<file path="src/rtl/mem_access_unit.sv">
`default_nettype none
// ============================================================================
//  Module      : mem_access_unit
//  Description : MEM-stage load/store unit. Turns a load or store held in the
//                EX/MEM register into a req/ack data-memory transaction,
//                stalls the upstream pipeline until it completes, and
//                registers the aligned, extended load result for MEM/WB.
//  Revision    : 1.0 - initial release
// ============================================================================
module mem_access_unit #(
    parameter int TIMEOUT_CYC = 255,
    parameter int CNT_W       = 8
) (
    input  logic        clk_i,
    input  logic        rst_i,
    input  logic [31:0] alu_data_i,
    input  logic [31:0] rs2_data_i,
    input  logic [3:0]  ld_op_i,
    input  logic        is_load_i,
    input  logic        mem_wren_i,
    output logic        dmem_req_o,
    output logic        dmem_we_o,
    output logic [31:0] dmem_addr_o,
    output logic [31:0] dmem_wdata_o,
    output logic [3:0]  dmem_be_o,
    input  logic        dmem_ack_i,
    input  logic [31:0] dmem_rdata_i,
    output logic [31:0] ld_data_o,
    output logic        ld_valid_o,
    output logic        stall_o,
    output logic        misalign_o,
    output logic        timeout_o
);

    typedef enum logic [1:0] {
        IDLE = 2'd0,
        BUSY = 2'd1,
        DONE = 2'd2
    } state_t;

    // Counter value on the last BUSY cycle allowed before the access is aborted
    localparam logic [CNT_W-1:0] C_CNT_LAST = CNT_W'(TIMEOUT_CYC - 1);

    state_t             state_q;
    logic [CNT_W-1:0]   cnt_q;
    logic [31:0]        ld_data_q;
    logic               ld_valid_q;
    logic               misalign_q;
    logic               timeout_q;

    logic               w_memop;
    logic               w_busy;
    logic [1:0]         w_offset;
    logic               w_is_byte;
    logic               w_is_half;
    logic               w_is_unsigned;
    logic               w_misalign;
    logic [3:0]         w_be;
    logic [31:0]        w_wdata;
    logic [31:0]        w_shifted;
    logic [31:0]        w_ld_ext;

    // Access size decode; any code that is not a byte or half is a word
    assign w_memop       = is_load_i | mem_wren_i;
    assign w_busy        = (state_q == BUSY);
    assign w_offset      = alu_data_i[1:0];
    assign w_is_byte     = (ld_op_i == 4'b0000) || (ld_op_i == 4'b0100);
    assign w_is_half     = (ld_op_i == 4'b0001) || (ld_op_i == 4'b0101);
    assign w_is_unsigned = ld_op_i[2];
    assign w_misalign    = (w_is_half & w_offset[0]) |
                           (~w_is_byte & ~w_is_half & (w_offset != 2'b00));

    // Byte-enable and replicated write-data generation from size and offset
    always_comb begin
        w_be    = 4'b1111;
        w_wdata = rs2_data_i;
        if (w_is_byte) begin
            w_be    = 4'b0001 << w_offset;
            w_wdata = {4{rs2_data_i[7:0]}};
        end else if (w_is_half) begin
            w_be    = 4'b0011 << w_offset;
            w_wdata = {2{rs2_data_i[15:0]}};
        end
    end

    // Load alignment: bring the addressed lane to bit 0, then extend
    always_comb begin
        w_shifted = dmem_rdata_i >> {w_offset, 3'b000};
        w_ld_ext  = w_shifted;
        if (w_is_byte) begin
            w_ld_ext = w_is_unsigned ? {24'd0, w_shifted[7:0]}
                                     : {{24{w_shifted[7]}}, w_shifted[7:0]};
        end else if (w_is_half) begin
            w_ld_ext = w_is_unsigned ? {16'd0, w_shifted[15:0]}
                                     : {{16{w_shifted[15]}}, w_shifted[15:0]};
        end
    end

    // Access FSM with its registered result and one-cycle status pulses
    always_ff @(posedge clk_i) begin
        if (rst_i) begin
            state_q    <= IDLE;
            cnt_q      <= '0;
            ld_data_q  <= '0;
            ld_valid_q <= 1'b0;
            misalign_q <= 1'b0;
            timeout_q  <= 1'b0;
        end else begin
            ld_valid_q <= 1'b0;
            misalign_q <= 1'b0;
            timeout_q  <= 1'b0;
            case (state_q)
                IDLE: begin
                    if (w_memop) begin
                        if (w_misalign) begin
                            state_q    <= DONE;
                            misalign_q <= 1'b1;
                            if (is_load_i) begin
                                ld_data_q <= '0;
                            end
                        end else begin
                            state_q <= BUSY;
                            cnt_q   <= '0;
                        end
                    end
                end
                BUSY: begin
                    if (dmem_ack_i) begin
                        state_q <= DONE;
                        if (is_load_i) begin
                            ld_data_q  <= w_ld_ext;
                            ld_valid_q <= 1'b1;
                        end
                    end else if (cnt_q == C_CNT_LAST) begin
                        state_q   <= DONE;
                        timeout_q <= 1'b1;
                        if (is_load_i) begin
                            ld_data_q <= '0;
                        end
                    end else begin
                        cnt_q <= cnt_q + CNT_W'(1);
                    end
                end
                DONE: begin
                    state_q <= IDLE;
                end
                default: begin
                    state_q <= IDLE;
                end
            endcase
        end
    end

    // The EX/MEM register is frozen while stalled, so address, data and
    // enables stay stable for the whole request without extra capture flops
    assign dmem_req_o   = w_busy;
    assign dmem_we_o    = w_busy & mem_wren_i & ~is_load_i;
    assign dmem_addr_o  = {alu_data_i[31:2], 2'b00};
    assign dmem_wdata_o = w_wdata;
    assign dmem_be_o    = w_busy ? w_be : 4'b0000;
    assign stall_o      = ((state_q == IDLE) & w_memop) | w_busy;

    assign ld_data_o    = ld_data_q;
    assign ld_valid_o   = ld_valid_q;
    assign misalign_o   = misalign_q;
    assign timeout_o    = timeout_q;

endmodule
`default_nettype wire
</file>
<file path="config.mk">
export PLATFORM = sky130hd
export DESIGN_NAME = mem_access_unit
export DESIGN_NICKNAME = d
export VERILOG_FILES = /design/src/rtl/mem_access_unit.sv
export SDC_FILE = /design/constraint.sdc
export NUM_CORES = 1
export LEC_CHECK = 0
export BUFFER_PORTS_ARGS = -buffer_cell sky130_fd_sc_hd__buf_2
export CORE_MARGIN = 3
export CORE_UTILIZATION = 42
export CTS_CLUSTER_SIZE = 24
export DETAILED_ROUTE_END_ITERATION = 6
export PLACE_DENSITY_LB_ADDON = 0.25
export SLEW_MARGIN = 20
export SYNTH_ARGS = -nofsm -noshare
export SYNTH_HDL_FRONTEND = slang
export SYNTH_SLANG_ARGS = --single-unit
export TNS_END_PERCENT = 10
</file>
<file path="constraint.sdc">
create_clock -name clk_i -period 2.3 [get_ports clk_i]
set_clock_uncertainty 0.1 [all_clocks]
set_input_delay 0.115 -clock clk_i [delete_from_list [all_inputs] [get_ports clk_i]]
set_output_delay 0.115 -clock clk_i [all_outputs]
set_load 0.05 [all_outputs]
</file>
==> results of run 1 <==
-- cells in the final DEF, fill, tap and decap left out, types with 2 or more instances in the layout --
cell type / count
a22oi_1: 8
nand2_1: 52
clkbuf_8: 5
o21a_1: 2
conb_1: 2
dfxtp_1: 45
a31oi_1: 2
buf_4: 16
nor4_1: 2
or3_1: 5
nor2_1: 29
nor3_1: 2
mux2i_1: 24
nand3_1: 3
clkbuf_1: 2
o21ai_0: 18
a21oi_1: 40
xnor2_1: 4
buf_2: 148
a211oi_1: 4
mux2_2: 16
inv_1: 6
nand2b_1: 4
ha_1: 6
a22o_1: 7
a211o_1: 17
-- power breakdown --
group	leakage [µW]	internal [µW]	total, µW	switching, µW
combinational	0.00157	196	634	438
clock	0.0000385	215	478	262
sequential	0.000363	789	795	6.17
-- cell type report --
type	instances	area share [%]
Timing Repair Buffer	165	23.08
Sequential cell	45	23.87
Inverter	7	0.6963
Multi-Input combinational cell	269	46.95
Tap cell	96	3.183
Clock inverter	1	0.1989
Clock buffer	7	2.023
-- how the worst min path moves through the flow --
stage                           startpoint               to  cells after the start
after floorplan                 dmem_ack_i        timeout_o                      1
after global placement      alu_data_i[12]  dmem_addr_o[12]                      0
after detailed placement    alu_data_i[12]  dmem_addr_o[12]                      0
after CTS                 dmem_rdata_i[29]    ld_data_o[13]                      4
after global routing      dmem_rdata_i[28]    ld_data_o[12]                      4
final                     dmem_rdata_i[28]    ld_data_o[12]                      4
-- worst max-delay path, delay by kind of cell, from the launching register on --
kind | cells | cell delay, ps
simple gates | 3 | 820
compound gates | 2 | 530
flops | 1 | 400
fa+ha+maj | 1 | 190
buf+inv | 1 | 70
-- sequential cells by signal (all words and copies together), names as in the netlist --
register    flops
ld_data_o      32
cnt_q           8
state_q         2
ld_valid_o      1
misalign_o      1
timeout_o       1
-- metal layers --
metal  track usage, %  up-vias  part of all wire [%]  wire length, µm
li1                 -     1539                     -                -
met1            27.91     1425                    42             4108
met2            37.52      104                    50             4832
met3            5.524       16                   6.9              672
met4            4.827        0                   1.4              136
met5                0        -                     0                0
-- through the flow --
step	utilization, %	area [µm²]	hold WS (ps)	power (µW)
finish	53.76	3774	104.9	1906
global placement	52.34	3674	130.4	1437
CTS	53.67	3767	90.51	1915
floorplan	-	3133	91.44	1408
detailed placement	52.34	3674	130.4	1442
global route	53.76	3774	109.1	2003
-- kinds of logic after synthesis --
logic type	Yosys count	share of synthesized area, %
other	1	0.1198
AOI/OAI and AO/OA	106	22.43
muxes	41	14.15
and+or+nand+nor	110	15.83
adders and majority gates	6	2.399
DFF	45	28.79
buffers and inverters	72	15.15
xor gates and xnor gates	4	1.119
-- repair_timing --
item | 4_1_cts | 5_1_grt
hold buffers | 1 | 0
hold endpoints to repair | 1 | 0
resized for setup | 0 | 0
endpoints found under the setup margin | 0 | 0
==> impl_results.html, run 1 <==
<table>
<tr><th>Metric</th><th>Value</th></tr>
<tr><th colspan="2">Critical path</th></tr>
<tr><td>Worst R2R Path Depth</td><td>7</td></tr>
<tr><td>Critical-path cell with the highest stage delay</td><td>dfxtp_1</td></tr>
<tr><td>Critical path type</td><td>register to register</td></tr>
<tr><td>Delay contributed by the slowest stage of the critical path</td><td>400 ps</td></tr>
<tr><td>Critical path capture point type</td><td>register</td></tr>
<tr><td>Slack of the worst reg-to-reg path</td><td>~120 ps</td></tr>
<tr><td>Sort of element at the start of the critical path</td><td>register</td></tr>
<tr><td>Critical path arrival</td><td>about 2300 ps</td></tr>
<tr><td>Required time of the critical path</td><td>2430 ps</td></tr>
<tr><td>Launch instance of the worst register-to-register path</td><td>cnt_q[0]</td></tr>
<tr><td>Termination of the worst setup path</td><td>cnt_q[3]</td></tr>
<tr><td>Critical Path Fanout Max</td><td>7</td></tr>
<tr><td>Sequence of cells on the critical path</td><td>inv_1 -&gt; ha_1 -&gt; and3_1 -&gt; a211o_2 -&gt; and2_1 -&gt; or3_1 -&gt; a21oi_1</td></tr>
<tr><td>Startpoint of the worst setup timing path</td><td>cnt_q[0]</td></tr>
<tr><td>Reg-to-reg critical path endpoint</td><td>cnt_q[3]</td></tr>
<tr><th colspan="2">Global routing</th></tr>
<tr><td>Total global-route track usage</td><td>21.98%</td></tr>
<tr><td>Pin count of the biggest net entering global routing</td><td>29</td></tr>
<tr><td>GRT Residual Overflow</td><td>0</td></tr>
<tr><td>Number of global-route vias before repair</td><td>2947</td></tr>
<tr><td>Number of antenna violations at the first check in global routing</td><td>0</td></tr>
<tr><td>Global-route wire length before repair</td><td>approximately 15000 µm</td></tr>
<tr><th colspan="2">Floorplan</th></tr>
<tr><td>IO Count</td><td>211</td></tr>
<tr><td>Initial core utilization</td><td>44.58%</td></tr>
<tr><td>Horiz. Die Dim</td><td>92.32 µm</td></tr>
<tr><td>Die outline area</td><td>8522 µm²</td></tr>
<tr><td>Vertical die dimension</td><td>92.32 µm</td></tr>
<tr><td>Area of the core</td><td>roughly 7000 µm²</td></tr>
<tr><td>Count of standard-cell rows</td><td>30</td></tr>
<tr><th colspan="2">Yosys</th></tr>
<tr><td>Synthesized flop and latch total</td><td>45</td></tr>
<tr><td>Largest area contributor in the synthesized netlist</td><td>dfxtp_1</td></tr>
<tr><td>Asr flop ratio synth</td><td>0%</td></tr>
<tr><td>Count leader, synth</td><td>nand2_1</td></tr>
<tr><td>Post-synthesis instance total</td><td>between 300 and 400</td></tr>
<tr><td>Most common flop cell mapped by yosys</td><td>dfxtp_1</td></tr>
<tr><td>Sequential cell area fraction in the yosys report</td><td>28.79%</td></tr>
<tr><td>Syn avg cell area</td><td>between 8 and 9 µm²</td></tr>
<tr><td>Yosys warnings</td><td>0</td></tr>
<tr><td>Library cells used by synthesis</td><td>49</td></tr>
<tr><td>Cell types with the highest counts after synthesis</td><td>nand2_1 (52), dfxtp_1 (45), a21oi_1 (40), buf_4 (40), nor2_1 (30)</td></tr>
<tr><td>Portion of synthesized cell area occupied by the leading cell type</td><td>28.79%</td></tr>
<tr><td>Post-synthesis cell area</td><td>3129 µm²</td></tr>
<tr><td>Synth top area cells</td><td>dfxtp_1 (29%), buf_4 (9.6%), mux2i_1 (7.7%)</td></tr>
<tr><td>Count of flip-flops with a built-in enable after synthesis</td><td>0</td></tr>
<tr><th colspan="2">Cells and area</th></tr>
<tr><td>Layout cells sized above 1</td><td>39.88%</td></tr>
<tr><td>Diode count</td><td>0</td></tr>
<tr><td>Post-synthesis to final-layout area growth</td><td>20.59%</td></tr>
<tr><td>Layout Cells excl Fill</td><td>590</td></tr>
<tr><td>Area of the multi-input gates</td><td>approximately 1800 µm²</td></tr>
<tr><td>Nets@finish</td><td>about 600</td></tr>
<tr><td>Final-layout fill cell count</td><td>683</td></tr>
<tr><td>Register area</td><td>900.9 µm²</td></tr>
<tr><th colspan="2">STA</th></tr>
<tr><td>Period minus WS final</td><td>roughly 2200 ps</td></tr>
<tr><td>Slew margin rel.</td><td>37.01%</td></tr>
<tr><td>Fmax</td><td>459.1 MHz</td></tr>
<tr><td>Worst Slack Setup Final</td><td>121.8 ps</td></tr>
<tr><td>Final-report max-slew violation count</td><td>0</td></tr>
<tr><td>Post-Route Setup TNS</td><td>0 ps</td></tr>
<tr><td>Fin. Hold Viols</td><td>0</td></tr>
<tr><td>Unrepaired setup endpoints after global routing</td><td>false</td></tr>
<tr><td>Tightest Pin Transition</td><td>939.1 ps</td></tr>
<tr><td>Final number of setup-violating endpoints</td><td>0</td></tr>
<tr><td>Crit share post-route</td><td>94.70%</td></tr>
<tr><th colspan="2">Worst hold path</th></tr>
<tr><td>Class of the tightest hold or removal check</td><td>input port to register</td></tr>
<tr><th colspan="2">Clock network</th></tr>
<tr><td>Clock network latency to the later pin of the worst-skew pair</td><td>between 200 and 300 ps</td></tr>
<tr><td>Number of buffers inserted during clock tree synthesis</td><td>5</td></tr>
<tr><td>Clock Path Buffers</td><td>2</td></tr>
<tr><td>Clock tree from TritonCTS</td><td>yes</td></tr>
<tr><td>Clock transition at the registers of the reported paths</td><td>80 ps</td></tr>
<tr><td>Clock root buffer master</td><td>clkbuf_8</td></tr>
<tr><td>Clk sink count</td><td>45</td></tr>
<tr><td>H-tree depth</td><td>2</td></tr>
<tr><td>Number of post-CTS setup repair buffers</td><td>0</td></tr>
<tr><th colspan="2">Power</th></tr>
<tr><td>Maximum resistive drop on vdd</td><td>0.4085 mV</td></tr>
<tr><td>Leakage component of the power</td><td>0.001971 µW</td></tr>
<tr><td>Total power per unit cell area</td><td>505.2 nW/µm²</td></tr>
<tr><th colspan="2">Route</th></tr>
<tr><td>DRC violation total after the first TritonRoute iteration</td><td>between 150 and 200</td></tr>
<tr><td>Post-detailed-route DRC marker count</td><td>0</td></tr>
<tr><td>Detailed Routing Iterations Pass 1</td><td>5</td></tr>
<tr><td>Routed vias</td><td>3084</td></tr>
<tr><td>Number of nets with antenna violations after detailed routing</td><td>0</td></tr>
<tr><td>Vias/cell</td><td>5.227</td></tr>
<tr><td>Routed WL</td><td>9750 µm</td></tr>
<tr><td>Detail-routed net length per standard cell</td><td>around 17 µm</td></tr>
<tr><th colspan="2">Placement</th></tr>
<tr><td>Count of port buffers added during placement</td><td>148</td></tr>
<tr><td>Number of placed cells counting well taps</td><td>581</td></tr>
<tr><td>Final weighted congestion in routability-driven placement</td><td>0.9116</td></tr>
<tr><td>Setup Slack @ Placement</td><td>about 150 ps</td></tr>
<tr><td>Detailed Place HPWL</td><td>between 7000 and 8000 µm</td></tr>
<tr><th colspan="2">Run</th></tr>
<tr><td>Total of max-cap violations</td><td>0</td></tr>
<tr><th colspan="2">Status</th></tr>
<tr><td>Result of the run</td><td>finished clean</td></tr>
</table>
Note: power is estimated with default switching activity, not from simulation.
==> run 2, diff against run 1 <==
--- a/config.mk
+++ b/config.mk
@@ -5,9 +5,10 @@
 export SDC_FILE = /design/constraint.sdc
 export NUM_CORES = 1
 export LEC_CHECK = 0
+export ABC_AREA = 1
 export BUFFER_PORTS_ARGS = -buffer_cell sky130_fd_sc_hd__buf_2
 export CORE_MARGIN = 3
-export CORE_UTILIZATION = 42
+export CORE_UTILIZATION = 44
 export CTS_CLUSTER_SIZE = 24
 export DETAILED_ROUTE_END_ITERATION = 6
 export PLACE_DENSITY_LB_ADDON = 0.25
==> impl_results.html, run 2 <==
<table>
<tr><th>Metric</th><th>Value</th></tr>
<tr><th colspan="2">Route</th></tr>
<tr><td>Detail-routed net length per standard cell</td><td>13.49 µm</td></tr>
<tr><td>DRC violation total after the first TritonRoute iteration</td><td>roughly 210</td></tr>
<tr><td>Number of nets with antenna violations after detailed routing</td><td>0</td></tr>
<tr><td>Routed vias</td><td>3909</td></tr>
<tr><td>Vias/cell</td><td>5.110</td></tr>
<tr><td>Detailed Routing Iterations Pass 1</td><td>5</td></tr>
<tr><td>Post-detailed-route DRC marker count</td><td>0</td></tr>
<tr><td>Routed WL</td><td>10320 µm</td></tr>
<tr><th colspan="2">Floorplan</th></tr>
<tr><td>Vertical die dimension</td><td>93.51 µm</td></tr>
<tr><td>Count of standard-cell rows</td><td>31</td></tr>
<tr><td>IO Count</td><td>211</td></tr>
<tr><td>Area of the core</td><td>7331 µm²</td></tr>
<tr><td>Horiz. Die Dim</td><td>93.51 µm</td></tr>
<tr><td>Initial core utilization</td><td>between 40 and 50%</td></tr>
<tr><td>Die outline area</td><td>8744 µm²</td></tr>
<tr><th colspan="2">Yosys</th></tr>
<tr><td>Complex-gate fraction of the synthesized area</td><td>9.692%</td></tr>
<tr><td>Cell types with the highest counts after synthesis</td><td>nand2_1 (267), nand3_1 (51), buf_4 (48)</td></tr>
<tr><td>Yosys warnings</td><td>0</td></tr>
<tr><td>Most common flop cell mapped by yosys</td><td>dfxtp_1</td></tr>
<tr><td>Largest family of logic cells by synthesized area</td><td>simple AND/OR/NAND/NOR gates</td></tr>
<tr><td>Portion of synthesized cell area occupied by the leading cell type</td><td>29.74%</td></tr>
<tr><td>Post-synthesis cell area</td><td>3369 µm²</td></tr>
<tr><td>Synthesized flop and latch total</td><td>45</td></tr>
<tr><td>Synthesized-area fraction occupied by xor and xnor cells</td><td>0.5199%</td></tr>
<tr><td>Count of flip-flops with a built-in enable after synthesis</td><td>0</td></tr>
<tr><td>Library cells used by synthesis</td><td>32</td></tr>
<tr><td>Sequential cell area fraction in the yosys report</td><td>26.74%</td></tr>
<tr><td>Asr flop ratio synth</td><td>0%</td></tr>
<tr><td>Largest area contributor in the synthesized netlist</td><td>nand2_1</td></tr>
<tr><td>Syn avg cell area</td><td>5.891 µm²</td></tr>
<tr><td>Share of synthesized cell area in full adder, half adder and majority cells</td><td>2.228%</td></tr>
<tr><td>Multiplexer fraction of the synthesized cell area</td><td>0%</td></tr>
<tr><td>Synth top area cells</td><td>nand2_1 (30%), dfxtp_1 (27%), buf_4 (11%)</td></tr>
<tr><td>Post-synthesis simple-gate area fraction</td><td>44.15%</td></tr>
<tr><td>Count leader, synth</td><td>nand2_1</td></tr>
<tr><td>Post-synthesis instance total</td><td>572</td></tr>
<tr><th colspan="2">Run</th></tr>
<tr><td>Total of max-cap violations</td><td>0</td></tr>
<tr><th colspan="2">Power</th></tr>
<tr><td>Leakage component of the power</td><td>0.002203 µW</td></tr>
<tr><td>Maximum resistive drop on vdd</td><td>0.2206 mV</td></tr>
<tr><td>Total power per unit cell area</td><td>~540 nW/µm²</td></tr>
<tr><th colspan="2">Clock network</th></tr>
<tr><td>Clock Path Buffers</td><td>2</td></tr>
<tr><td>Clk sink count</td><td>between 40 and 50</td></tr>
<tr><td>Number of buffers inserted during clock tree synthesis</td><td>5</td></tr>
<tr><td>H-tree depth</td><td>2</td></tr>
<tr><td>Clock root buffer master</td><td>clkbuf_8</td></tr>
<tr><td>Clock network latency to the later pin of the worst-skew pair</td><td>approximately 290 ps</td></tr>
<tr><td>Clock transition at the registers of the reported paths</td><td>~80 ps</td></tr>
<tr><td>Clock tree from TritonCTS</td><td>yes</td></tr>
<tr><td>Count of instances resized after the clock tree is built</td><td>0</td></tr>
<tr><th colspan="2">STA</th></tr>
<tr><td>Fmax</td><td>between 500 and 600 MHz</td></tr>
<tr><td>Period minus WS final</td><td>1819 ps</td></tr>
<tr><td>Final-report max-slew violation count</td><td>0</td></tr>
<tr><td>Slew margin rel.</td><td>65.52%</td></tr>
<tr><td>Worst hold slack</td><td>74.62 ps</td></tr>
<tr><td>Unrepaired setup endpoints after global routing</td><td>false</td></tr>
<tr><td>Final number of setup-violating endpoints</td><td>0</td></tr>
<tr><td>Crit share post-route</td><td>79.08%</td></tr>
<tr><td>Fin. Hold Viols</td><td>0</td></tr>
<tr><td>Tightest Pin Transition</td><td>about 520 ps</td></tr>
<tr><td>Post-Route Setup TNS</td><td>0 ps</td></tr>
<tr><th colspan="2">Critical path</th></tr>
<tr><td>Cell family contributing the most delay on the critical path</td><td>simple AND/OR/NAND/NOR gates</td></tr>
<tr><td>Required time of the critical path</td><td>between 2000 and 2500 ps</td></tr>
<tr><td>Critical Path Fanout Max</td><td>19</td></tr>
<tr><td>Cell mode on critical path</td><td>buf_2</td></tr>
<tr><td>Sequence of cells on the critical path</td><td>buf_2 -&gt; nor2_4 -&gt; nand2_2 -&gt; clkinv_1 -&gt; nand2_1 -&gt; nand3_1 -&gt; buf_2</td></tr>
<tr><td>Reg-to-reg critical path endpoint</td><td>ld_data_o[1]</td></tr>
<tr><td>Slack of the worst reg-to-reg path</td><td>500 ps</td></tr>
<tr><td>Worst path bufs/invs</td><td>3</td></tr>
<tr><td>Sort of element at the start of the critical path</td><td>input port</td></tr>
<tr><td>Critical path capture point type</td><td>output port</td></tr>
<tr><td>Worst R2R Path Depth</td><td>7</td></tr>
<tr><td>Critical path arrival</td><td>~1600 ps</td></tr>
<tr><td>Critical path type</td><td>input port to output port</td></tr>
<tr><td>Delay contributed by the slowest stage of the critical path</td><td>310 ps</td></tr>
<tr><td>Critical-path cell with the highest stage delay</td><td>nor2_4</td></tr>
<tr><td>Launch instance of the worst register-to-register path</td><td>state_q[1]</td></tr>
<tr><th colspan="2">Placement</th></tr>
<tr><td>Number of placed cells counting well taps</td><td>~760</td></tr>
<tr><td>Final weighted congestion in routability-driven placement</td><td>around 0.9</td></tr>
<tr><td>Detailed Place HPWL</td><td>7942 µm</td></tr>
<tr><td>Count of port buffers added during placement</td><td>148</td></tr>
<tr><th colspan="2">Cells and area</th></tr>
<tr><td>Layout cells sized above 1</td><td>26.43%</td></tr>
<tr><td>Largest register FFs</td><td>32</td></tr>
<tr><td>Layout Cells excl Fill</td><td>765</td></tr>
<tr><td>Diode count</td><td>0</td></tr>
<tr><td>Most common library cell in the layout ignoring fill and taps</td><td>nand2_1</td></tr>
<tr><td>Most frequent cells in the layout</td><td>nand2_1 (267), buf_2 (148), nand3_1 (51), dfxtp_1 (45), a21oi_1 (41)</td></tr>
<tr><td>Post-synthesis to final-layout area growth</td><td>17.30%</td></tr>
<tr><td>Nets@finish</td><td>776</td></tr>
<tr><th colspan="2">Global routing</th></tr>
<tr><td>Total global-route track usage</td><td>a little under a quarter</td></tr>
<tr><td>Number of global-route vias before repair</td><td>3509</td></tr>
<tr><td>GRT Residual Overflow</td><td>0</td></tr>
<tr><td>Global-route wire length before repair</td><td>16990 µm</td></tr>
<tr><td>Number of antenna violations at the first check in global routing</td><td>0</td></tr>
<tr><td>Pin count of the biggest net entering global routing</td><td>35</td></tr>
<tr><th colspan="2">Worst hold path</th></tr>
<tr><td>Hold Path Depth</td><td>3</td></tr>
<tr><td>Hold Startpoint</td><td>is_load_i</td></tr>
<tr><td>Sink of the worst hold path</td><td>ld_valid_o</td></tr>
<tr><td>Class of the tightest hold or removal check</td><td>input port to register</td></tr>
<tr><th colspan="2">Status</th></tr>
<tr><td>Result of the run</td><td>finished clean</td></tr>
</table>
## run 2: worst max path at each step
stage,cells past startpoint,slack (ps),startpoint,to
finish,7,480,ld_op_i[3],dmem_wdata_o[24]
global placement,7,480,ld_op_i[3],dmem_wdata_o[24]
floorplan,6,390,alu_data_i[1],dmem_be_o[1]
CTS,6,490,state_q[1],dmem_be_o[1]
global route,7,290,state_q[1],ld_data_o[2]
detailed placement,7,500,ld_op_i[3],dmem_wdata_o[24]
## run 2: where the power goes
group / switching (µW) / leakage (µW) / internal, µW
Combinational: 525 / 0.00178 / 189
Clock: 268 / 0.0000585 / 354
Sequential: 10.1 / 0.000364 / 795
## run 2: worst register-to-register path, stage by stage (launching register included)
cell      delay, ps
dfxtp_1         320
inv_1            60
nand2_1         170
inv_2           180
nand3_1         130
inv_2           410
o211ai_1        180
a21oi_1         170
## run 2: layer usage
layer	vias to the layer above	track usage (%)	wire [µm]
met5	-	0	0
met4	0	6.227	131
met3	18	4.988	923
met2	189	36.09	4606
met1	1743	33.37	4660
li1	1959	-	-
## run 2: kinds of logic after synthesis
kind of cell	after synthesis
fa+ha+maj	6
simple gates	363
flops	45
buf+inv	95
other cells	1
xor+xnor	2
compound gates	60
## run 2: stage by stage
step | utilization [%] | instance area (µm²) | worst slack [ps] | power, µW
6_report | 53.92 | 3953 | 481.2 | 2142
5_1_grt | 53.92 | 3953 | 293.3 | 2251
4_1_cts | 53.92 | 3953 | 491.5 | 2156
3_5_place_dp | 52.19 | 3826 | 496.7 | 1533
3_3_place_gp | 52.19 | 3826 | 478.7 | 1526
2_1_floorplan | - | 3373 | 386.2 | 1487
## run 2: layout make-up
cell class / count / area [µm²]
fill: 788 / 3378
clock buffer: 7 / 86.33
sequential: 45 / 900.9
multi-input combinational: 433 / 1914
tap: 99 / 123.9
inverter: 23 / 86.33
clock inverter: 1 / 30.03
timing repair buffer: 157 / 810.8
## run 2: repair_timing
item | 4_1_cts | 5_1_grt
setup buffers | 0 | 0
hold buffers | 1 | 0
endpoints found under the hold margin | 1 | 0
==> run 3, diff against run 2 <==
--- a/config.mk
+++ b/config.mk
@@ -8,7 +8,7 @@
 export ABC_AREA = 1
 export BUFFER_PORTS_ARGS = -buffer_cell sky130_fd_sc_hd__buf_2
 export CORE_MARGIN = 3
-export CORE_UTILIZATION = 44
+export CORE_UTILIZATION = 39
 export CTS_CLUSTER_SIZE = 24
 export DETAILED_ROUTE_END_ITERATION = 6
 export PLACE_DENSITY_LB_ADDON = 0.25
==> constraint.sdc (replaced) <==
create_clock -name clk_i -period 1.5 [get_ports clk_i]
set_clock_uncertainty 0.1 [all_clocks]
set_input_delay 0.075 -clock clk_i [delete_from_list [all_inputs] [get_ports clk_i]]
set_output_delay 0.075 -clock clk_i [all_outputs]
set_load 0.05 [all_outputs]
==> impl_results.html, run 3 (synthesized netlist as in run 2, its figures left out) <==
<table>
<tr><th>Metric</th><th>Value</th></tr>
<tr><th colspan="2">Status</th></tr>
<tr><td>Result of the run</td><td>finished with violations</td></tr>
<tr><td>Violations in the final reports</td><td>negative setup slack</td></tr>
<tr><th colspan="2">Floorplan</th></tr>
<tr><td>Area of the core</td><td>8299 µm²</td></tr>
<tr><td>Die outline area</td><td>slightly below 10000 µm²</td></tr>
<tr><td>Vertical die dimension</td><td>98.95 µm</td></tr>
<tr><td>IO Count</td><td>about 210</td></tr>
<tr><td>Count of standard-cell rows</td><td>33</td></tr>
<tr><td>Horiz. Die Dim</td><td>98.95 µm</td></tr>
<tr><td>Initial core utilization</td><td>40.60%</td></tr>
<tr><th colspan="2">Critical path</th></tr>
<tr><td>Sort of element at the start of the critical path</td><td>register</td></tr>
<tr><td>Critical path arrival</td><td>1670 ps</td></tr>
<tr><td>Critical path capture point type</td><td>register</td></tr>
<tr><td>Critical path type</td><td>register to register</td></tr>
<tr><td>Critical Path Fanout Max</td><td>8</td></tr>
<tr><td>Required time of the critical path</td><td>approximately 1600 ps</td></tr>
<tr><th colspan="2">STA</th></tr>
<tr><td>Fin. Hold Viols</td><td>0</td></tr>
<tr><td>Worst Slack Setup Final</td><td>-83.18 ps</td></tr>
<tr><td>Final-report max-slew violation count</td><td>0</td></tr>
<tr><td>Worst hold slack</td><td>50.02 ps</td></tr>
<tr><td>Post-Route Setup TNS</td><td>-2127 ps</td></tr>
<tr><td>Period minus WS final</td><td>around 1600 ps</td></tr>
<tr><td>Crit share post-route</td><td>105.5%</td></tr>
<tr><td>Fmax</td><td>~630 MHz</td></tr>
<tr><td>Final number of setup-violating endpoints</td><td>33</td></tr>
<tr><td>Unrepaired setup endpoints after global routing</td><td>true</td></tr>
<tr><th colspan="2">Clock network</th></tr>
<tr><td>Clk sink count</td><td>45</td></tr>
<tr><td>Clock Path Buffers</td><td>2</td></tr>
<tr><td>Clock root buffer master</td><td>clkbuf_8</td></tr>
<tr><td>Clock tree from TritonCTS</td><td>yes</td></tr>
<tr><td>Number of buffers inserted during clock tree synthesis</td><td>5</td></tr>
<tr><td>H-tree depth</td><td>2</td></tr>
<tr><td>Clock network latency to the later pin of the worst-skew pair</td><td>approximately 290 ps</td></tr>
<tr><td>Clock transition at the registers of the reported paths</td><td>80 ps</td></tr>
<tr><th colspan="2">Cells and area</th></tr>
<tr><td>Nets@finish</td><td>820</td></tr>
<tr><td>Final instance area</td><td>between 4000 and 5000 µm²</td></tr>
<tr><td>Largest register FFs</td><td>32</td></tr>
<tr><td>Most frequent cells in the layout</td><td>nand2_1 (239), buf_2 (142), nand3_1 (50), dfxtp_1 (41), buf_4 (39)</td></tr>
<tr><td>Most common library cell in the layout ignoring fill and taps</td><td>nand2_1</td></tr>
<tr><td>Post-Route Utilization</td><td>57.24%</td></tr>
<tr><td>Layout cells sized above 1</td><td>39.21%</td></tr>
<tr><td>Post-synthesis to final-layout area growth</td><td>41.00%</td></tr>
<tr><th colspan="2">Route</th></tr>
<tr><td>Routed vias</td><td>4115</td></tr>
<tr><td>Routed WL</td><td>12130 µm</td></tr>
<tr><td>DRC violation total after the first TritonRoute iteration</td><td>between 200 and 300</td></tr>
<tr><td>Detail-routed net length per standard cell</td><td>14.88 µm</td></tr>
<tr><td>Detailed Routing Iterations Pass 1</td><td>5</td></tr>
<tr><td>Vias/cell</td><td>5.049</td></tr>
<tr><td>Post-detailed-route DRC marker count</td><td>0</td></tr>
<tr><td>Number of nets with antenna violations after detailed routing</td><td>0</td></tr>
<tr><th colspan="2">Power</th></tr>
<tr><td>Maximum resistive drop on vdd</td><td>~0.38 mV</td></tr>
<tr><td>Leakage component of the power</td><td>0.002544 µW</td></tr>
<tr><td>Total power per unit cell area</td><td>754.1 nW/µm²</td></tr>
<tr><td>Power, Total</td><td>3582 µW</td></tr>
<tr><th colspan="2">Global routing</th></tr>
<tr><td>Number of antenna violations at the first check in global routing</td><td>1</td></tr>
<tr><td>Total global-route track usage</td><td>23.80%</td></tr>
<tr><td>Number of global-route vias before repair</td><td>approximately 3900</td></tr>
<tr><td>Global-route wire length before repair</td><td>18980 µm</td></tr>
<tr><td>GRT Residual Overflow</td><td>0</td></tr>
<tr><td>Pin count of the biggest net entering global routing</td><td>27</td></tr>
<tr><th colspan="2">Worst hold path</th></tr>
<tr><td>Class of the tightest hold or removal check</td><td>input port to output port</td></tr>
<tr><th colspan="2">Placement</th></tr>
<tr><td>Detailed Place HPWL</td><td>9116 µm</td></tr>
<tr><td>DP Area</td><td>4283 µm²</td></tr>
<tr><td>Final weighted congestion in routability-driven placement</td><td>roughly 0.91</td></tr>
<tr><td>Count of port buffers added during placement</td><td>148</td></tr>
<tr><th colspan="2">Run</th></tr>
<tr><td>Total of max-cap violations</td><td>0</td></tr>
</table>
## run 3: cell count changes in the layout (fill, tap and decap cells not counted), sizes merged
cell / previous run / this run
diode: 0 / 1
clkbuf: 7 / 6
clkinv: 1 / 2
dlygate4sd3: 1 / 2
buf: 156 / 198
## run 3: report_power, final
group	total [µW]	leakage [µW]	switching [µW]	internal, µW
registers	1240	0.000365	20.4	1220
clock network	903	0.0000540	419	485
logic	1440	0.00212	937	499
total	3580	0.00254	1380	2210
## run 3: metrics by stage
step,setup WS (ps),cells
after floorplan,-63.91,573
after detailed placement,-207.2,799
after global routing,-207.5,815
final,-83.18,815
after CTS,-91.06,814
after global placement,-133.8,799
## run 3: area by class of cell
| class | instances | area, µm² |
|---|---|---|
| Antenna cell | 1 | 2.502 |
| Sequential cell | 45 | 905.9 |
| Inverter | 23 | 93.84 |
| Clock inverter | 2 | 35.03 |
| Timing Repair Buffer | 201 | 1345 |
| Multi-Input combinational cell | 433 | 2168 |
| Tap cell | 105 | 131.4 |
| Fill cell | 849 | 3548 |
| Clock buffer | 5 | 68.82 |
## run 3: metal layers
layer	track usage, %	wire [µm]
met5	0	0
met4	8.824	356
met3	4.176	927
met2	39.41	5872
met1	30.86	4973
## run 3: critical path: stages, from the launching register on
cell and delay [ps]:
dfxtp_2 330, inv_2 70, ha_4 120, nand2_2 30, nor2_1 80, nand2_1 80
nand2_2 70, nand4_1 130, buf_6 180, buf_12 150, nand2_4 60, a21oi_2 50
## run 3: worst paths after layout
path | start | end | slack [ps] | depth (start not counted)
worst min-delay path | alu_data_i[27] | dmem_addr_o[27] | 50 | 0
worst min register to register | ld_data_o[13] | ld_data_o[13] | 360 | 2
worst max-delay path | cnt_q[0] | ld_data_o[30] | -80 | 11
worst max register to register | cnt_q[0] | ld_data_o[30] | -80 | 11
## run 3: repair_timing
item                       4_1_cts  5_1_grt
hold endpoints to repair         5        0
setup endpoints to repair       46       47
gates cloned                     3        0
buffers inserted                 3        0
resized for setup               42       38
pin swaps                       11        3
hold buffers                     2        0
